==> src/rtl/lcd_power_sequencer_pkg.sv <==
// lcd_power_sequencer_pkg: state encoding shared by the power sequencer files
package lcd_power_sequencer_pkg;
  typedef enum logic [2:0] {OFF, TIMING_UP, WAIT_FRAME, ON, BL_DOWN} state_t;
endpackage

==> src/rtl/lcd_power_sequencer_if.sv <==
// lcd_power_sequencer_if: control/status bundle between the panel controller and the sequencer
interface lcd_power_sequencer_if #(parameter int w_bright = 8);
  logic                enable;
  logic [w_bright-1:0] brightness;
  logic                frame_start;
  logic                timing_en;
  logic                bl_pwm;
  logic                ready;
  logic                busy;
  modport master (output enable, brightness, frame_start, input timing_en, bl_pwm, ready, busy);
  modport slave (input enable, brightness, frame_start, output timing_en, bl_pwm, ready, busy);
endinterface

==> src/rtl/lcd_bl_pwm.sv <==
// lcd_bl_pwm: free-running backlight PWM with duty latched only at period wrap
module lcd_bl_pwm #(
  parameter int w_bright = 8
) (
  input  logic                clk,
  input  logic                rst_n,
  input  logic                en,
  input  logic [w_bright-1:0] brightness,
  output logic                pwm
);
  logic [w_bright-1:0] cnt_q, cnt_d, duty_q, duty_d;
  logic                pwm_q, pwm_d;
  // next counter, duty taken only at all-ones so a period never changes mid-way
  always_comb begin
    cnt_d  = cnt_q + w_bright'(1);
    duty_d = (&cnt_q) ? brightness : duty_q;
    pwm_d  = en && (cnt_q < duty_q);
  end
  // counter, duty and registered output
  always_ff @(posedge clk or negedge rst_n) begin
    if (!rst_n) begin
      cnt_q  <= '0;
      duty_q <= '0;
      pwm_q  <= 1'b0;
    end else begin
      cnt_q  <= cnt_d;
      duty_q <= duty_d;
      pwm_q  <= pwm_d;
    end
  end
  assign pwm = pwm_q;
endmodule

==> src/rtl/lcd_power_sequencer.sv <==
// lcd_power_sequencer: orders timing enable, panel settle delay, frame alignment and backlight
module lcd_power_sequencer
  import lcd_power_sequencer_pkg::*;
#(
  parameter int clk_mhz  = 33,
  parameter int t_on_us  = 10000,
  parameter int t_off_us = 10000,
  parameter int w_bright = 8
) (
  input logic                  clk,
  input logic                  rst_n,
  lcd_power_sequencer_if.slave bus
);
  localparam int n_on  = t_on_us * clk_mhz;
  localparam int n_off = t_off_us * clk_mhz;
  localparam int n_max = (n_on > n_off) ? n_on : n_off;
  localparam int cnt_w = $clog2(n_max + 1);
  state_t             state_q, state_d;
  logic [cnt_w-1:0]   cnt_q, cnt_d;
  logic               pwm_en;
  // next state; the delay counter restarts from zero whenever the state changes
  always_comb begin
    state_d = state_q;
    case (state_q)
      OFF:        state_d = bus.enable ? TIMING_UP : OFF;
      TIMING_UP:  state_d = !bus.enable ? OFF : (cnt_q == cnt_w'(n_on - 1)) ? WAIT_FRAME : TIMING_UP;
      WAIT_FRAME: state_d = !bus.enable ? OFF : bus.frame_start ? ON : WAIT_FRAME;
      ON:         state_d = bus.enable ? ON : BL_DOWN;
      BL_DOWN:    state_d = (cnt_q == cnt_w'(n_off - 1)) ? OFF : BL_DOWN;
      default:    state_d = OFF;
    endcase
    cnt_d = (state_d == state_q && (state_q == TIMING_UP || state_q == BL_DOWN)) ? cnt_q + cnt_w'(1) : '0;
  end
  // state and delay counter registers
  always_ff @(posedge clk or negedge rst_n) begin
    if (!rst_n) begin
      state_q <= OFF;
      cnt_q   <= '0;
    end else begin
      state_q <= state_d;
      cnt_q   <= cnt_d;
    end
  end
  // gate on the next state so the backlight is dark in the very first BL_DOWN cycle
  assign pwm_en        = (state_d == ON);
  assign bus.timing_en = (state_q != OFF);
  assign bus.ready     = (state_q == ON);
  assign bus.busy      = (state_q == TIMING_UP) || (state_q == WAIT_FRAME) || (state_q == BL_DOWN);
  lcd_bl_pwm #(.w_bright(w_bright)) u_pwm (
    .clk        (clk),
    .rst_n      (rst_n),
    .en         (pwm_en),
    .brightness (bus.brightness),
    .pwm        (bus.bl_pwm)
  );
endmodule

==> src/flat_wrapper.sv <==
// flat-port wrapper written by rule: the top's interface ports become plain ports
module lcd_power_sequencer_flat import lcd_power_sequencer_pkg::*;
#(
  parameter int clk_mhz  = 33,
  parameter int t_on_us  = 10000,
  parameter int t_off_us = 10000,
  parameter int w_bright = 8
)
  (clk, rst_n, bus_enable, bus_brightness, bus_frame_start, bus_timing_en, bus_bl_pwm, bus_ready, bus_busy);
  lcd_power_sequencer_if #(.w_bright(w_bright)) bus_i ();
  input logic clk;
  input logic rst_n;
  input wire logic [$bits(bus_i.enable)-1:0] bus_enable;
  input wire logic [$bits(bus_i.brightness)-1:0] bus_brightness;
  input wire logic [$bits(bus_i.frame_start)-1:0] bus_frame_start;
  output wire logic [$bits(bus_i.timing_en)-1:0] bus_timing_en;
  output wire logic [$bits(bus_i.bl_pwm)-1:0] bus_bl_pwm;
  output wire logic [$bits(bus_i.ready)-1:0] bus_ready;
  output wire logic [$bits(bus_i.busy)-1:0] bus_busy;
  assign bus_i.enable = bus_enable;
  assign bus_i.brightness = bus_brightness;
  assign bus_i.frame_start = bus_frame_start;
  assign bus_timing_en = bus_i.timing_en;
  assign bus_bl_pwm = bus_i.bl_pwm;
  assign bus_ready = bus_i.ready;
  assign bus_busy = bus_i.busy;
  lcd_power_sequencer #(.clk_mhz(clk_mhz), .t_on_us(t_on_us), .t_off_us(t_off_us), .w_bright(w_bright)) u_core (.clk(clk), .rst_n(rst_n), .bus(bus_i));
endmodule
==> config.mk <==
export PLATFORM = sky130hd
export DESIGN_NAME = lcd_power_sequencer_flat
export DESIGN_NICKNAME = d
export VERILOG_FILES = /design/src/rtl/lcd_power_sequencer_pkg.sv /design/src/rtl/lcd_power_sequencer_if.sv /design/src/rtl/lcd_bl_pwm.sv /design/src/rtl/lcd_power_sequencer.sv /design/src/flat_wrapper.sv
export SDC_FILE = /design/constraint.sdc
export NUM_CORES = 1
export LEC_CHECK = 0
export ABC_AREA = 0
export BUFFER_PORTS_ARGS = -buffer_cell sky130_fd_sc_hd__buf_2
export CAP_MARGIN = 25
export CORE_MARGIN = 5
export CORE_UTILIZATION = 51
export CTS_CLUSTER_SIZE = 8
export DETAILED_ROUTE_END_ITERATION = 7
export PLACE_DENSITY = 0.71
export SLEW_MARGIN = 0
export SYNTH_ARGS = -nofsm -noshare
export SYNTH_HDL_FRONTEND = slang
export SYNTH_SLANG_ARGS = --single-unit
==> constraint.sdc <==
create_clock -name clk -period 2.15 [get_ports clk]
set_input_delay 0.215 -clock clk [delete_from_list [all_inputs] [get_ports clk]]
set_output_delay 0.215 -clock clk [all_outputs]
set_load 0.02 [all_outputs]
==> key figures, run 1 <==
Global routing
  – First-pass GRT wire length: 6790 um
  – Pin count of the biggest net entering global routing: 40
  – Remaining Overflow, GRT: 0
  – All-Layer GR Usage: approximately 17%
  – Vias in the first global route: 1513
  – Initial antenna violation count: 0

Logic synthesis
  – Asr flop ratio synth: 100%
  – Share of the synthesized area in the top cell type: 49.0%
  – Top-count cell post-synth: dfrtp_1
  – Syn Inst Count: 192
  – Synth area leaders: dfrtp_1 (49%), xnor2_1 (6.6%), ha_1 (5.7%)
  – Flops & latches, synth: 39
  – Seq/Total Area, Yosys: 49.0%
  – Number of flops mapped to enable cells by yosys: 0
  – Mapped Nets: ~210
  – Synth cell types: 40
  – Synth top cells by count: dfrtp_1 (39), nor2_1 (25), xnor2_1 (15), inv_1 (12), nand3_1 (10)
  – Top_reg_cell synth: dfrtp_1
  – Largest area contributor in the synthesized netlist: dfrtp_1
  – Avg Inst Size Synth: 10.4 um^2
  – Mapped Area: ~0.0020 mm^2
  – Number of synthesis warnings: 0

Detailed routing
  – Routed len/inst: between 10 and 15 um
  – DR top layer: met4
  – Metal2 WL: 1840 um
  – Met1 Routed Length: between 1500 and 2000 um
  – Final ANT Viol Nets: 0
  – Vias: 1447
  – Drt pass-1 iters: 4
  – DRT iter0 DRCs: 93
  – Post-Route WL: 3730 um
  – DRC viols: 0
  – Wire length on met3: 149 um
  – Via density per instance: 5.61

Timing
  – Worst clock skew: 0.00804 ns
  – Period minus WS final: 1.84 ns
  – TNS Setup: 0 ns
  – Final worst slack: 0.306 ns
  – Max_slew headroom: 43.7%
  – Final slew viol count: 0
  – RSZ-0062 raised after global routing: false
  – Worst Tran Pin Value: 0.845 ns
  – Achievable frequency: approximately 540 MHz
  – # setup viols final: 0
  – Final Hold Vio Count: 0
  – Fin crit share: 85.8%

Setup path
  – Reg2reg path depth: 5
  – Data arrival time of the worst path: 2.07 ns
  – Worst EP required: about 2.4 ns
  – Worst reg2reg endpoint: u_core.u_pwm.pwm$_DFF_PN0_
  – Reg-to-reg startpoint: u_core.u_pwm.cnt_q[5]$_DFF_PN0_
  – Worst path max stage delay: approximately 0.44 ns
  – R2R setup slack: ~0.3 ns
  – Worst setup SP type: register
  – Worst Setup End Kind: register
  – Slowest-stage cell, CP: a2111oi_0
  – CP Max Fanout: 4
  – Cell breakdown of the critical path: ha_1 > a21o_1 > a21o_1 > a2111oi_0 > o31a_1
  – Cell with the most instances on the worst path: a21o_1
  – Crit path kind: register to register

Placed design
  – PortBufs: 15
  – Pre-CTS setup slack: 0.307 ns
  – DP Area: 0.00211 mm^2
  – GPL Wtd Cong: 0.889
  – Hpwl dp: 2690 um

Final layout
  – Area occupied by multi-input gates: about 940 um^2
  – Register area: 976 um^2
  – Cell area after layout: 0.00219 mm^2
  – Fin nets: 230
  – Area growth, synth to finish: 9.86%
  – Layout fillers: 327
  – Share of cells above drive strength 1: around 16%
  – Ant. Diodes: 0
  – Post-Route Utilization: between 50% and 60%

Clock network
  – Clock Tree Buf Depth: 2
  – Htree depth: 2
  – CTS tree: yes
  – Setup Buffers After CTS: 0
  – Cts bufs inserted: 5
  – Clock slew at reported path FFs: about 0.08 ns
  – Post-CTS Hold Buffers: 0
  – Resized Gates After CTS: 0
  – Clock sinks: 39
  – Worst skew pair latency: a little under 0.3 ns
  – Clock root buffer: clkbuf_8

Floorplan
  – Starting Density: 53.6%
  – Site row count: 22
  – Die Width: 72.5 um
  – Height of the die: about 72 um
  – I/O pin cnt: 16
  – Core area: 0.00372 mm^2
  – Full die area: about 0.0053 mm^2

Min path
  – Hold WC Path Type: primary input to async pin

Power
  – Power Density: approximately 580 mW/mm^2
  – VDD IR max: 266 uV
  – Leak: between 0.9 and 1 nW

Flow run
  – MaxCap Viol Count: 0

Status
  – Status: completed
## layout make-up
class                      count  share of cell area, %
sequential                    39                   44.6
multi-input combinational    135                   43.1
timing repair buffer          16                   3.77
clock buffer                   7                   3.49
tap                           48                   2.74
inverter                      12                   2.06
clock inverter                 1                  0.229
## kinds of logic (layout without fill, tap and decap cells)
group	Yosys count	in the layout	share of synthesized area [%]
XOR/XNOR	21	21	9.23
flip-flops	39	39	49.0
buffers and inverters	18	36	3.64
adder cells (fa/ha/maj)	9	9	5.65
AND/OR/NAND/NOR	77	77	20.6
AO/OA/AOI/OAI	19	19	6.85
multiplexers	9	9	5.03
## flip-flops by register name (all words and copies together) (netlist names)
signal,cells
u_core.cnt_q,19
u_core.u_pwm.duty_q,8
u_core.u_pwm.pwm,1
u_core.u_pwm.cnt_q,8
u_core.state_q,3
## cells in the final DEF (no fill, tap or decap), types with 4 or more instances in the layout
cell / count
xor2_1: 6
mux2_2: 8
nor4_1: 6
clkbuf_8: 5
nor2_1: 25
dfrtp_1: 39
nand3_1: 10
xnor2_1: 15
inv_1: 12
nand2_1: 8
nor3_1: 4
nand4_1: 7
ha_1: 9
buf_2: 15
## routing by layer
metal | global-route usage [%] | vias up
li1 | - | 709
met1 | 20.1 | 715
met2 | 27.7 | 17
met3 | 4.57 | 6
met4 | 6.76 | 0
met5 | 0 | -
## metrics by stage
| step | total power (W) | std cells | hold WS (ns) |
|---|---|---|---|
| floorplan | 0.000770 | 192 | -0.0806 |
| global placement | 0.000799 | 250 | 0.352 |
| detailed placement | 0.000802 | 250 | 0.383 |
| CTS | 0.00128 | 258 | 0.0658 |
| global route | 0.00132 | 258 | 0.112 |
| finish | 0.00126 | 258 | 0.0282 |
## how the worst max path moves through the flow
stage	start	to	slack (ns)	depth (start not counted)
floorplan	u_core.u_pwm.cnt_q[0]$_DFF_PN0_	u_core.u_pwm.duty_q[0]$_DFFE_PN0P_	0.42	6
global placement	u_core.u_pwm.cnt_q[0]$_DFF_PN0_	u_core.u_pwm.duty_q[6]$_DFFE_PN0P_	0.40	5
global route	u_core.u_pwm.cnt_q[0]$_DFF_PN0_	u_core.u_pwm.duty_q[7]$_DFFE_PN0P_	0.19	5
CTS	u_core.u_pwm.cnt_q[5]$_DFF_PN0_	u_core.u_pwm.pwm$_DFF_PN0_	0.29	5
detailed placement	u_core.u_pwm.cnt_q[5]$_DFF_PN0_	u_core.u_pwm.pwm$_DFF_PN0_	0.31	5
finish	u_core.u_pwm.cnt_q[5]$_DFF_PN0_	u_core.u_pwm.pwm$_DFF_PN0_	0.31	5
## critical path, delay by kind of cell, from the launching register on
| kind | cells | cell delay, ns |
|---|---|---|
| AOI/OAI and AO/OA | 4 | 1.00 |
| adders and majority gates | 1 | 0.33 |
| DFF | 1 | 0.43 |
## power breakdown
group	internal (W)	switching [W]
logic	0.0000152	0.0000305
registers	0.000736	0.00000410
clock network	0.000228	0.000250
No activity file was read; power rests on OpenSTA's default activity.
==> run 2: changes to the inputs <==
SLEW_MARGIN = 40   (was 0)
SYNTH_HIERARCHICAL = 1   (was unset)
==> run 2 against run 1 <==
  * First-iteration DRC count is 13% lower
  * Worst setup slack better by 0.078 ns
  * Via count decreased by 3.1%
  * Clock power increased by 33%
  * Critical path type unchanged
  * Critical endpoint is now u_core/cnt_q[8]$_DFF_PN0_
  * Highest routed layer unchanged
==> key figures, run 2 <==
Logic synthesis
  – Synth Area in Compound Gates: 6.10% (was 6.85%)
  – Synth area leaders: dfrtp_1 (49%), xnor2_1 (7.0%), ha_1 (5.6%) (was dfrtp_1 (49%), xnor2_1 (6.6%), ha_1 (5.7%))
  – Syn Inst Count: 190 (was 192)
  – Mapped Nets: 211 (was 213)
  – Number of synthesis warnings: 6 (was 0)
  – Largest area contributor in the synthesized netlist: dfrtp_1 (unchanged)
  – Top-count cell post-synth: dfrtp_1 (unchanged)
  – Flops & latches, synth: 39 (unchanged)
  – Number of flops mapped to enable cells by yosys: 0 (unchanged)
  – Top_reg_cell synth: dfrtp_1 (unchanged)
  – Share of the synthesized area in the top cell type: 48.6% (was 49.0%)
  – Simple-gate share of the synthesized area: 20.4% (was 20.6%)
  – Synth top cells by count: dfrtp_1 (39), nor2_1 (26), inv_1 (19), xnor2_1 (16) (was dfrtp_1 (39), nor2_1 (25), xnor2_1 (15), inv_1 (12), nand3_1 (10))
  – Multiplexer area fraction after synthesis: 5.04% (was 5.03%)
  – Mapped Area: 0.00201 mm^2 (was 0.00199 mm^2)
  – Post-Synth Adder-Cell Area: 5.60% (was 5.65%)
  – Asr flop ratio synth: 100% (unchanged)
  – Main combinational cell family by area after synthesis: simple AND/OR/NAND/NOR gates (unchanged)
  – Seq/Total Area, Yosys: 48.6% (was 49.0%)
  – XOR/XNOR share of the synthesized area: 9.59% (was 9.23%)
  – Avg Inst Size Synth: 10.6 um^2 (was 10.4 um^2)
  – Synth cell types: 40 (unchanged)

Setup path
  – Cell breakdown of the critical path: ha_1 > and3_1 > nand4_1 > o221ai_4 > nor2_1 (was ha_1 > a21o_1 > a21o_1 > a2111oi_0 > o31a_1)
  – Critical Path End: u_core/cnt_q[8]$_DFF_PN0_ (was u_core.u_pwm.pwm$_DFF_PN0_)
  – CP Depth: 5 (unchanged)
  – R2R setup slack: 0.38 ns (was 0.31 ns)
  – Worst path max stage delay: 0.50 ns (was 0.44 ns)
  – Reg-to-reg startpoint: u_core/cnt_q[0]$_DFF_PN0_ (was u_core.u_pwm.cnt_q[5]$_DFF_PN0_)
  – Reg2reg path depth: 5 (unchanged)
  – Slowest-stage cell, CP: o221ai_4 (was a2111oi_0)
  – Data arrival time of the worst path: 1.93 ns (was 2.07 ns)
  – Worst reg2reg endpoint: u_core/cnt_q[8]$_DFF_PN0_ (was u_core.u_pwm.pwm$_DFF_PN0_)
  – Worst EP required: 2.31 ns (was 2.37 ns)
  – Worst setup SP type: register (unchanged)
  – Crit path kind: register to register (unchanged)
  – Worst setup startpoint: u_core/cnt_q[0]$_DFF_PN0_ (was u_core.u_pwm.cnt_q[5]$_DFF_PN0_)
  – Worst path top cell family by delay: simple AND/OR/NAND/NOR gates (was compound AO/OA/AOI/OAI gates)
  – Worst Setup End Kind: register (unchanged)
  – WP buf/inv: 0 (unchanged)
  – CP Max Fanout: 19 (was 4)

Timing
  – RSZ-0062 raised after global routing: false (unchanged)
  – Period minus WS final: 1.77 ns (was 1.84 ns)
  – Worst clock skew: 0.00718 ns (was 0.00804 ns)
  – TNS Setup: 0 ns (unchanged)
  – Final Hold Vio Count: 0 (unchanged)
  – Fin crit share: 82.1% (was 85.8%)
  – Worst hold slack: 0.151 ns (was 0.0282 ns)
  – Final slew viol count: 0 (unchanged)
  – # setup viols final: 0 (unchanged)
  – Achievable frequency: 566 MHz (was 542 MHz)
  – Worst Tran Pin Value: 0.545 ns (was 0.845 ns)
  – Max_slew headroom: 63.7% (was 43.7%)

Global routing
  – All-Layer GR Usage: 15.8% (was 16.5%)
  – First-pass GRT wire length: 6570 um (was 6790 um)
  – Vias in the first global route: 1518 (was 1513)
  – Initial antenna violation count: 0 (unchanged)
  – Remaining Overflow, GRT: 0 (unchanged)
  – Pin count of the biggest net entering global routing: 40 (unchanged)

Detailed routing
  – Drt pass-1 iters: 4 (unchanged)
  – Vias: 1402 (was 1447)
  – Final ANT Viol Nets: 0 (unchanged)
  – Post-Route WL: 3700 um (was 3730 um)
  – DRT iter0 DRCs: 81 (was 93)
  – Via density per instance: 5.41 (was 5.61)
  – DRC viols: 0 (unchanged)
  – Routed len/inst: 14.3 um (was 14.5 um)

Power
  – Post-route total power: 0.00142 W (was 0.00126 W)
  – Leak: 0.996 nW (was 0.960 nW)
  – VDD IR max: 363 uV (was 266 uV)
  – Power Density: 633 mW/mm^2 (was 577 mW/mm^2)

Floorplan
  – Site row count: 22 (unchanged)
  – Height of the die: 72.8 um (was 72.5 um)
  – Die Width: 72.8 um (was 72.5 um)
  – I/O pin cnt: 16 (unchanged)
  – Core area: 0.00374 mm^2 (was 0.00372 mm^2)
  – Full die area: 0.00530 mm^2 (was 0.00526 mm^2)
  – Starting Density: 53.7% (was 53.6%)

Clock network
  – Worst skew pair latency: 0.29 ns (about the same)
  – Setup Buffers After CTS: 0 (unchanged)
  – CTS tree: yes (unchanged)
  – Clock Tree Buf Depth: 2 (unchanged)
  – Clock sinks: 39 (unchanged)
  – Htree depth: 2 (unchanged)
  – Clock root buffer: clkbuf_8 (unchanged)
  – Resized Gates After CTS: 0 (unchanged)
  – Cts bufs inserted: 5 (unchanged)
  – Clock slew at reported path FFs: 0.08 ns (about the same)

Status
  – Status: completed (unchanged)

Final layout
  – Commonest non-fill, non-tap cell in the layout: dfrtp_1 (unchanged)
  – Final cell count without fillers: 259 (was 258)
  – Ant. Diodes: 0 (unchanged)
  – Fin nets: 231 (was 230)
  – Share of cells above drive strength 1: 18.5% (was 15.7%)
  – Max reg flops: 19 (unchanged)
  – Commonest non-fill, non-tap cells in the layout: dfrtp_1 (39), nor2_1 (26), inv_1 (19) (was dfrtp_1 (39), nor2_1 (25), xnor2_1 (15), buf_2 (15), inv_1 (12))
  – Most flops, register: u_core/cnt_q (was u_core.cnt_q)
  – Regs by FF count: u_core/cnt_q x19, u_core/u_pwm/cnt_q x8, u_core/u_pwm/duty_q x8 (was u_core.cnt_q x19, u_core.u_pwm.cnt_q x8, u_core.u_pwm.duty_q x8)
  – Area growth, synth to finish: 12.0% (was 9.86%)

Flow run
  – MaxCap Viol Count: 0 (unchanged)

Placed design
  – Hpwl dp: 2630 um (was 2690 um)
  – Inst Count DP: 250 (unchanged)
  – GPL Wtd Cong: 0.770 (was 0.889)
  – PortBufs: 15 (unchanged)

Min path
  – Hold WC Path Type: primary input to register (was primary input to async pin)
[run 2: cell count changes in the layout (fill, tap and decap cells not counted), moves of 2 or more]
cell,before,now
inv_1,12,19
and3_1,3,1
and4_1,2,0
clkbuf_1,2,0
nand4_1,7,5
o21ai_0,3,1
[run 2: timing repair]
| action | in CTS | in global routing |
|---|---|---|
| hold buffers | 0 | 1 |
| setup endpoints to repair | 0 | 0 |
| hold endpoints to repair | 0 | 39 |
[run 2: how the worst min path moves through the flow]
stage	from	to	slack, ns	depth (start not counted)
after global routing	bus_brightness[3]	u_core/u_pwm/duty_q[3]$_DFFE_PN0P_	0.15	2
final	bus_brightness[4]	u_core/u_pwm/duty_q[4]$_DFFE_PN0P_	0.15	2
after CTS	rst_n	u_core/cnt_q[7]$_DFF_PN0_	0.04	1
after detailed placement	rst_n	u_core/cnt_q[7]$_DFF_PN0_	0.37	1
after global placement	rst_n	u_core/cnt_q[8]$_DFF_PN0_	0.36	1
after floorplan	rst_n	u_core/cnt_q[0]$_DFF_PN0_	-0.08	0
[run 2: per-layer routing]
layer | track usage, % | vias to the layer above | wire length (um)
li1 | - | 688 | -
met1 | 18.4 | 678 | 1660
met2 | 26.9 | 30 | 1850
met3 | 3.86 | 6 | 138
met4 | 7.99 | 0 | 52
met5 | 0 | - | 0
[run 2: worst register-to-register path: cells and delay by family (launching register included)]
family                     cells  cell delay [ns]
AOI/OAI and AO/OA              1             0.50
DFF                            1             0.39
adders and majority gates      1             0.22
and+or+nand+nor                3             0.53
[run 2: per-stage QoR]
stage / utilization [%] / setup WS, ns / cell area, um^2
after CTS: 59.8 / 0.373 / 2240
final: 60.1 / 0.384 / 2250
after global placement: 56.7 / 0.461 / 2120
after floorplan: - / 0.598 / 2010
after detailed placement: 56.7 / 0.376 / 2120
after global routing: 60.1 / 0.179 / 2250
[run 2: where the power goes]
group          internal [W]  total (W)  switching [W]
logic             0.0000169  0.0000474      0.0000304
registers          0.000736   0.000739     0.00000376
clock network      0.000376   0.000637       0.000261
total               0.00113    0.00142       0.000296
[run 2: layout make-up]
cell class | count | area [um^2]
Clock buffer | 6 | 82.6
Clock inverter | 2 | 35.0
Fill cell | 336 | 1490
Inverter | 19 | 71.3
Multi-Input combinational cell | 129 | 938
Sequential cell | 39 | 976
Tap cell | 48 | 60.1
Timing Repair Buffer | 16 | 87.6
[run 2: cell families (layout without fill, tap and decap cells)]
logic type | after synthesis | in the layout
AO/OA/AOI/OAI | 14 | 14
XOR/XNOR | 22 | 22
adder cells (fa/ha/maj) | 9 | 9
buffers and inverters | 22 | 43
flip-flops | 39 | 39
multiplexers | 9 | 9
AND/OR/NAND/NOR | 75 | 75
==> run 3: changes to the inputs <==
clock period = 1.7 ns   (was 2.15 ns; I/O delays follow)
==> run 3 against run 2 <==
  * Sequential power rose by 27%
  * Wire length rose by 0.49%
  * Worst setup slack got worse by 0.31 ns
  * Maximum frequency is 8.3% higher
  * First-iteration DRC count is 8.6% lower
  * Sequential share of layout area decreased by 1.4 points
  * Power is 13% higher
  * Critical path depth stayed put
  * Final cell count up 4.6%
  * Combinational power up 47%
  * Largest power group unchanged
==> key figures, run 3 (same netlist as run 2, synthesis figures left out) <==
Final layout
  – Cell area after layout: 0.00233 mm^2 (was 0.00225 mm^2)
  – Share of cells above drive strength 1: 22.0% (was 18.5%)
  – Fin nets: 243 (was 231)
  – Area growth, synth to finish: 15.8% (was 12.0%)
  – Max reg flops: 19 (unchanged)
  – Regs by FF count: u_core/cnt_q x19, u_core/u_pwm/cnt_q x8, u_core/u_pwm/duty_q x8 (unchanged)
  – Commonest non-fill, non-tap cells in the layout: dfrtp_1 (39), nor2_1 (26), inv_1 (19) (unchanged)
  – Most flops, register: u_core/cnt_q (unchanged)
  – Commonest non-fill, non-tap cell in the layout: dfrtp_1 (unchanged)
  – Ant. Diodes: 0 (unchanged)

Min path
  – Worst hold start: bus_enable (was bus_brightness[4])
  – WHS Path Cells: 2 (unchanged)
  – Hold WC Path Type: primary input to register (unchanged)

Clock network
  – Clock root buffer: clkbuf_8 (unchanged)
  – Clock slew at reported path FFs: 0.07 ns (was 0.08 ns)
  – Htree depth: 2 (unchanged)
  – CTS tree: yes (unchanged)
  – Cts bufs inserted: 5 (unchanged)
  – Resized Gates After CTS: 0 (unchanged)
  – Clock Tree Buf Depth: 2 (unchanged)
  – Clock sinks: 39 (unchanged)
  – Worst skew pair latency: 0.29 ns (about the same)

Placed design
  – GPL Wtd Cong: 0.803 (was 0.770)
  – DP Area: 0.00222 mm^2 (was 0.00212 mm^2)
  – PortBufs: 15 (unchanged)
  – Pre-CTS setup slack: 0.0792 ns (was 0.376 ns)
  – Hpwl dp: 2700 um (was 2630 um)

Global routing
  – Pin count of the biggest net entering global routing: 40 (unchanged)
  – First-pass GRT wire length: 6600 um (was 6570 um)
  – Initial antenna violation count: 0 (unchanged)
  – Vias in the first global route: 1596 (was 1518)
  – Remaining Overflow, GRT: 0 (unchanged)
  – All-Layer GR Usage: 16.2% (was 15.8%)

Timing
  – Final slew viol count: 0 (unchanged)
  – Achievable frequency: 614 MHz (was 566 MHz)
  – TNS Setup: 0 ns (unchanged)
  – Max_slew headroom: 68.1% (was 63.7%)
  – # setup viols final: 0 (unchanged)
  – Final worst slack: 0.0703 ns (was 0.384 ns)
  – Fin crit share: 95.9% (was 82.1%)
  – Worst Tran Pin Value: 0.478 ns (was 0.545 ns)
  – Worst clock skew: 0.00558 ns (was 0.00718 ns)
  – RSZ-0062 raised after global routing: false (unchanged)
  – Final Hold Vio Count: 0 (unchanged)
  – Period minus WS final: 1.63 ns (was 1.77 ns)

Detailed routing
  – DRC viols: 0 (unchanged)
  – Via density per instance: 5.39 (was 5.41)
  – Routed len/inst: 13.7 um (was 14.3 um)
  – Post-Route WL: 3720 um (was 3700 um)
  – DRT iter0 DRCs: 74 (was 81)
  – Final ANT Viol Nets: 0 (unchanged)
  – Drt pass-1 iters: 4 (unchanged)
  – Vias: 1460 (was 1402)

Setup path
  – CP Max Fanout: 19 (unchanged)
  – Reg2reg path depth: 5 (unchanged)
  – Data arrival time of the worst path: 1.81 ns (was 1.93 ns)
  – Worst EP required: 1.88 ns (was 2.31 ns)
  – Worst setup startpoint: u_core/cnt_q[12]$_DFF_PN0_ (was u_core/cnt_q[0]$_DFF_PN0_)
  – Worst setup SP type: register (unchanged)
  – Worst Setup End Kind: register (unchanged)
  – Crit path kind: register to register (unchanged)
  – Reg-to-reg startpoint: u_core/cnt_q[12]$_DFF_PN0_ (was u_core/cnt_q[0]$_DFF_PN0_)

Flow run
  – MaxCap Viol Count: 0 (unchanged)

Floorplan
  – Height of the die: 72.8 um (unchanged)
  – I/O pin cnt: 16 (unchanged)
  – Starting Density: 53.7% (unchanged)
  – Full die area: 0.00530 mm^2 (unchanged)
  – Die Width: 72.8 um (unchanged)
  – Site row count: 22 (unchanged)
  – Core area: 0.00374 mm^2 (unchanged)

Power
  – Leak: 1.05 nW (was 0.996 nW)
  – Power Density: 689 mW/mm^2 (was 633 mW/mm^2)
  – VDD IR max: 405 uV (was 363 uV)

Status
  – Status: completed (unchanged)
-- run 3: final timing paths --
| check | slack, ns | end |
|---|---|---|
| worst max-delay path | 0.07 | u_core/cnt_q[7]$_DFF_PN0_ |
| worst min-delay path | 0.1 | u_core/state_q[2]$_DFF_PN0_ |
| worst max register to register | 0.07 | u_core/cnt_q[7]$_DFF_PN0_ |
| worst min register to register | 0.51 | u_core/u_pwm/cnt_q[6]$_DFF_PN0_ |
| max in group asynchronous | 0.91 | u_core/u_pwm/duty_q[2]$_DFFE_PN0P_ |
| min in group asynchronous | 0.45 | u_core/cnt_q[10]$_DFF_PN0_ |
-- run 3: final cells by class --
cell class | instances | area [um^2]
flip-flops and latches | 39 | 976
inverters | 19 | 71.3
multi-input cells | 129 | 938
clock buffers | 7 | 76.3
fillers | 316 | 1420
repair buffers | 28 | 200
well taps | 48 | 60.1
clock inverters | 1 | 5.00
-- run 3: repair_timing --
action                     4_1_cts  5_1_grt
hold endpoints to repair        39        0
buffers inserted                 0        2
hold buffers                     1        0
setup endpoints to repair        0       19
-- run 3: layer usage --
layer  part of all wire (%)  vias up  global-route usage, %
met3                    4.5        6                   5.65
met4                    2.1        0                   8.40
met5                      0        -                      0
met2                     53       29                   29.1
li1                       -      712                      -
met1                     40      713                   16.6
-- run 3: through the flow --
step / hold slack (ns) / total power, W / std cells / utilization, %
after floorplan: -0.126 / 0.000979 / 190 / -
after global placement: 0.243 / 0.00102 / 260 / 59.3
after detailed placement: 0.250 / 0.00102 / 260 / 59.3
after CTS: 0.0806 / 0.00163 / 269 / 61.8
after global routing: 0.0848 / 0.00170 / 271 / 62.2
final: 0.0988 / 0.00160 / 271 / 62.2
-- run 3: report_power, final --
part	internal (W)	switching, W	leakage, nW
Clock	0.000288	0.000310	0.0422
Combinational	0.0000299	0.0000400	0.476
Sequential	0.000931	0.00000454	0.527
Total	0.00125	0.000355	1.05
-- run 3: critical path: stages, from the launching register on --
cell,delay [ns]
dfrtp_1,0.39
nor4_1,0.42
nand4_1,0.23
o221ai_4,0.24
buf_12,0.18
nor2_1,0.06
